**config.mk**
```make
export PLATFORM = sky130hd
export DESIGN_NAME = vector_element_sequencer
export DESIGN_NICKNAME = d
export VERILOG_FILES = /design/src/rtl/vector_element_sequencer.sv
export SDC_FILE = /design/constraint.sdc
export NUM_CORES = 1
export LEC_CHECK = 0
export BUFFER_PORTS_ARGS = -buffer_cell sky130_fd_sc_hd__buf_2
export CAP_MARGIN = 20
export CORE_MARGIN = 2
export CORE_UTILIZATION = 50
export DETAILED_ROUTE_END_ITERATION = 10
export PLACE_DENSITY = 0.84
export SYNTH_ARGS = -nofsm -noshare
export SYNTH_HDL_FRONTEND = slang
export SYNTH_SLANG_ARGS = --single-unit
```
**constraint.sdc**
```tcl
create_clock -name clk -period 5.6 [get_ports clk]
set_input_delay 0.56 -clock clk [delete_from_list [all_inputs] [get_ports clk]]
set_output_delay 0.56 -clock clk [all_outputs]
set_load 0.01 [all_outputs]
```
**src/rtl/vector_element_sequencer.sv**
```systemverilog
// vector_element_sequencer
// Steps an element-group index across a vector of vlen elements, LANES at a
// time. For each group it issues a tail-lane mask and flags the final group.
// After the final issue it waits out the datapath pipeline, then pulses done.
//
// Handshake: valid_o is the producer's valid and !stall_i is the consumer's
// ready. A group transfers on a cycle where valid_o=1. In RUN, valid_o is
// combinationally !stall_i, so a stalled cycle shows valid_o=0. During a stall,
// idx_o, mask_o and last_o are held steady. state_o exposes the FSM state.
module vector_element_sequencer #(
  parameter int IDX_W = 8,
  parameter int LANES = 4,
  parameter int LAT   = 2
) (
  input  logic             clk,
  input  logic             rst,
  input  logic             start_i,
  input  logic [IDX_W-1:0] vlen_i,
  input  logic             stall_i,
  output logic             busy_o,
  output logic             valid_o,
  output logic [IDX_W-1:0] idx_o,
  output logic [LANES-1:0] mask_o,
  output logic             last_o,
  output logic             done_o,
  output logic [1:0]       state_o
);

  localparam logic [1:0] S_IDLE  = 2'd0;
  localparam logic [1:0] S_RUN   = 2'd1;
  localparam logic [1:0] S_DRAIN = 2'd2;
  localparam logic [1:0] S_DONE  = 2'd3;

  // The drain counter loads LAT-1 and expires at zero, so LAT cycles elapse in DRAIN.
  localparam int CNT_W = (LAT < 2) ? 1 : $clog2(LAT);
  localparam logic [CNT_W-1:0] CNT_INIT = CNT_W'((LAT > 0) ? LAT - 1 : 0);
  localparam logic [1:0] S_AFTER_LAST = (LAT == 0) ? S_DONE : S_DRAIN;

  logic [1:0]       state_q, state_d;
  logic [IDX_W-1:0] idx_q, idx_d;
  logic [IDX_W-1:0] vlen_q, vlen_d;
  logic [CNT_W-1:0] cnt_q, cnt_d;

  // One extra bit keeps idx+LANES and idx+k free of wraparound near the top of the range.
  logic [IDX_W:0] idx_ext, vlen_ext, next_ext;
  logic           run, is_last, issue;

  // Derive group outputs from the registered index and the latched length.
  always_comb begin
    idx_ext  = {1'b0, idx_q};
    vlen_ext = {1'b0, vlen_q};
    next_ext = idx_ext + (IDX_W+1)'(LANES);
    run      = (state_q == S_RUN);
    is_last  = run && (next_ext >= vlen_ext);
    issue    = run && !stall_i;
    mask_o   = '0;
    for (int k = 0; k < LANES; k++) begin
      mask_o[k] = run && ((idx_ext + (IDX_W+1)'(k)) < vlen_ext);
    end
    busy_o  = (state_q != S_IDLE);
    valid_o = issue;
    idx_o   = idx_q;
    last_o  = is_last;
    done_o  = (state_q == S_DONE);
    state_o = state_q;
  end

  // Compute the next state: accept a start, step groups, drain the pipeline, then signal done.
  always_comb begin
    state_d = state_q;
    idx_d   = idx_q;
    vlen_d  = vlen_q;
    cnt_d   = cnt_q;
    case (state_q)
      S_IDLE: begin
        if (start_i) begin
          idx_d   = '0;
          vlen_d  = vlen_i;
          state_d = (vlen_i == '0) ? S_DONE : S_RUN;
        end
      end
      S_RUN: begin
        if (issue) begin
          if (is_last) begin
            state_d = S_AFTER_LAST;
            cnt_d   = CNT_INIT;
          end else begin
            idx_d = next_ext[IDX_W-1:0];
          end
        end
      end
      S_DRAIN: begin
        if (cnt_q == '0) state_d = S_DONE;
        else             cnt_d   = cnt_q - CNT_W'(1);
      end
      default: state_d = S_IDLE;
    endcase
  end

  // Update registers; asserting rst aborts the operation immediately.
  always_ff @(posedge clk or posedge rst) begin
    if (rst) begin
      state_q <= S_IDLE;
      idx_q   <= '0;
      vlen_q  <= '0;
      cnt_q   <= '0;
    end else begin
      state_q <= state_d;
      idx_q   <= idx_d;
      vlen_q  <= vlen_d;
      cnt_q   <= cnt_d;
    end
  end

endmodule
```
; Yosys cells after proc, flatten, opt, wreduce, memory -nomap -nowiden
; Cells that the tools add are included.
; W data, S select, Z words.
[word_totals]
ff_bits = 19
inputBits = 12
output_inout_bits = 18
word_cells = 52
[op_classes]
add_sub_neg = 5
order_cmp = 5
eq_ne = 8
n_mux = 14
reduce_logical = 16
[op_table]
columns = op, count
row1 = $lt A9 B8 Y1, 3
row2 = $mux W8, 3
row3 = $add A8 B2 Y9 const B, 2
row4 = $pmux W8 S2, 1
row5 = $mux W2, 5
row6 = $ne A2 B2 Y1 const B, 5
row7 = $add A8 B1 Y9 const B, 1
row8 = $add A8 B3 Y9 const B, 1
row9 = $ge A9 B8 Y1, 1
row10 = $logic_not A8 Y1, 1
row11 = $lt A8 B8 Y1, 1
row12 = $reduce_and A4 Y1, 2
row13 = $logic_and A1 B1 Y1, 6
row14 = $pmux W2 S3, 1
row15 = $reduce_bool A2 Y1, 3
row16 = $eq A2 B2 Y1 const B, 2
row17 = $mux W1, 3
row18 = $reduce_and A3 Y1, 1
row19 = $eq A2 B1 Y1 const B, 1
row20 = $logic_not A2 Y1, 1
row21 = $pmux W1 S2, 1
row22 = $reduce_and A2 Y1, 1
row23 = $logic_not A1 Y1, 1
row24 = $sub A1 B1 Y1 const B, 1

; Longest topological paths before layout
[depth]
ltp_word = 6
ltp_mapped = 10
depth_no_buf = 9

; Least setup slack after synthesis
; No wires, ideal clock.
[synth_path]
path_type = reg-to-output
startpoint = register idx_q[2], in the netlist idx_o[2]
endpoint = output last_o
arrival_time_ns = 2.357
required_ns = 5.040
path_slack_ns = 2.683
stages_incl_launch_ff = 9
n_path_buf = 1
path_cell_list = dfrtp_1 ha_1 nand3_4 xnor2_1 ha_1 and4_1 or4_1 clkbuf_2 and2_1
[synth_via]
elab_chain_len = 3
[synth_lines]
columns = element, line
row1 = from (decl), 40  ; logic [IDX_W-1:0] idx_q, idx_d;
row2 = from (signal assigned), 109  ; idx_q <= idx_d;
row3 = $add A8 B3 Y9, 52  ; next_ext = idx_ext + (IDX_W+1)'(LANES);
row4 = $ge A9 B8 Y1, 54  ; is_last = run && (next_ext >= vlen_ext);
row5 = $logic_and A1 B1 Y1, 54
row6 = to (decl), 24  ; output logic last_o,
; No other way between the ends.

; Final worst setup path
; Same ends and word-level chain as after synthesis.

==> results.md <==
* Status: complete, no violations
* Die area at 3590 sq um
* Cell count of the worst reg-to-reg path at 8
* Peak supply drop at 260 uV
* Ratio of cells with drive above 1 in the final layout at 25.7%
* Initial antenna violation count at 0
* Starting Density at 52.1%
* Wire length per cell at 14.7 um
* Drc violations at 0
* Crit Reg-Reg Startpoint: idx_o[2]$_DFFE_PP0P_
* Clock Path Buffers at 2
* Clock Latency Late Sink at 0.31 ns
* PortBufs at 27
* Die X at 60.0 um
* Final hold violations at 0
* Total I/O pin count at 30
* Antenna cells at 0
* Placed Area at 1680 sq um
* Layout Nets at 230
* Setup bufs post-CTS at 0
* Post-synthesis cell area at 1570 sq um
* Vias in the first global route at 1,283
* CTS tree: done
* Crit path capture type: output port
* First-pass GRT wire length at 5.59 mm
* Vias/cell at 5.94
* Largest net degree at the start of global routing at 23
* Asr flop ratio synth at 100%
* Pleak at 0.886 nW
* CTS sink count at 17
* Avg Cell Area, Syn at 9.05 sq um
* Crit-path max FO at 9
* Number of CTS-inserted buffers at 3
* Sequential Area at 425 sq um
* Warnings from Yosys at 0
* Cts-stage hold buffer count at 0
* Slew @ Worst Pin at 0.737 ns
* R2r setup slk at 2.86 ns
* R2R Path End: state_o[1]$_DFFE_PP0P_
* Final max-slew violation count at 0
* Post-CTS Resized at 0
* Max Clock Freq at 284 MHz
* Vias at 1,331
* Min Tclk post-route at 3.53 ns
* Total grt overflow at 0
* Total core area at 3000 sq um
* Primary FF master, synth: dfrtp_1
* Setup TNS at 0 ns
* Max_cap viols at 0
* Clock-pin transition on the worst setup and hold timing paths at 0.11 ns
* RSZ-0062 raised after global routing: false
* Crit path kind: flop to output port
* Max_slew headroom at 50.9%
* Synth top area share at 27.2%
* Final Hold Slack at 0.320 ns
* GPL Wtd Cong at 0.803
* Worst setup path start: idx_o[2]$_DFFE_PP0P_
* Total track usage at 20.6%
* PD cells at 516 nW/um^2
* Routed Antenna Nets at 0
* Worst Path Arrival at 2.97 ns
* Layout filler cell count at 295
* Final worst-path cycle share at 63.0%
* Drt first pass iters at 4
* EDFF count, synth at 0
* Most frequent cells in the layout: buf_2 (27), ha_1 (26), dfrtp_1 (17)
* Commonest non-fill, non-tap cell in the layout: buf_2
* H-tree depth at 1
* Hold crit path type: primary input to asynchronous set/reset pin
* Initial drt markers at 40
* Critical path launch point type: flop
* Syn-to-layout area delta at 9.35%
* Count of state elements after synthesis at 17
* Ranking of synthesized cells by area: dfrtp_1 (27%), ha_1 (21%), mux2_2 (5.8%)
* WL final at 3.29 mm
* DPL Wire Length at 2.60 mm
* Clk_skew at 0.00750 ns
* Multi-input logic area at 1030 sq um
* Post-synth top area cell: dfrtp_1
* Cell area after layout at 1710 sq um
* Final core utilization at 57.0%
* PnR worst setup slack at 2.07 ns
* Die height at 60.0 um
* Register area share after synthesis at 27.2%
* # setup viols final at 0
* CTS Root Cell: clkbuf_4
* Netlist cell types at 48
* Post-Synthesis Cells at 173
* WP data required at 5.04 ns
* Row count at 20
* Crit path to: last_o
* Place WS at 2.43 ns
[synthesized netlist by cell type, types with 3 or more instances]
master     n
o21ai_0    3
nand4_1    6
ha_1      26
inv_1     12
clkbuf_1   9
nand3_1   13
xnor2_1    3
a21oi_1    5
nor2_1     7
nand2_1   15
nor2b_1    3
a31oi_1    3
dfrtp_1   17
mux2_2     8
[worst min-delay path by stage]
| stage | cells after the start | end | startpoint |
|---|---|---|---|
| floorplan | 2 | cnt_q$_DFFE_PP0P_ | cnt_q$_DFFE_PP0P_ |
| global placement | 1 | vlen_q[4]$_DFFE_PP0P_ | vlen_q[4]$_DFFE_PP0P_ |
| detailed placement | 1 | vlen_q[3]$_DFFE_PP0P_ | vlen_q[3]$_DFFE_PP0P_ |
| CTS | 2 | state_o[0]$_DFFE_PP0P_ | rst |
| global route | 2 | state_o[0]$_DFFE_PP0P_ | rst |
| finish | 2 | state_o[0]$_DFFE_PP0P_ | rst |
[layer usage]
| metal | global-route usage (%) | part of all wire [%] | vias up |
|---|---|---|---|
| met4 | 5.71 | 1.7 | 0 |
| met3 | 3.90 | 4.8 | 7 |
| li1 | - | - | 651 |
| met5 | 0 | 0 | - |
| met2 | 35.9 | 49 | 42 |
| met1 | 25.9 | 45 | 631 |
[stage by stage]
stage	power, mW	std cells
2_1_floorplan	0.666	174
3_3_place_gp	0.795	220
3_5_place_dp	0.816	220
4_1_cts	0.889	224
5_1_grt	0.974	224
6_report	0.883	224
[sequential cells by signal, indices dropped and copies added (netlist names)]
name     flops
vlen_q       8
state_o      2
idx_o        6
cnt_q        1
[report_power, final]
group	internal, mW	leakage [nW]	switching, mW
Clock	0.0273	0.0139	0.0442
Combinational	0.262	0.660	0.317
Sequential	0.174	0.212	0.0585
Total	0.463	0.886	0.420
[critical path, cell delays in order (launching register included)]
cell,delay [ns]
dfrtp_1,0.51
ha_1,0.32
nand3_4,0.11
xnor2_1,0.21
ha_1,0.28
and4_1,0.24
or4_1,0.63
and2_1,0.22
buf_2,0.13
[area by class of cell]
cell class                      count  share of cell area [%]
Multi-Input combinational cell    131                    60.5
Sequential cell                    17                    24.9
Timing Repair Buffer               27                    7.89
Inverter                           12                    2.63
Tap cell                           33                    2.41
Clock buffer                        3                    1.32
Clock inverter                      1                   0.439
[cell families after synthesis]
kind of cell / Yosys count / synth area share [%]
AOI/OAI and AO/OA: 29 / 13.6
xor gates and xnor gates: 4 / 2.24
adders and majority gates: 26 / 20.8
buffers and inverters: 26 / 6.95
DFF: 17 / 27.2
muxes: 9 / 6.71
other: 1 / 0.240
and+or+nand+nor: 61 / 22.3
Note: power is estimated with default switching activity, not from simulation.
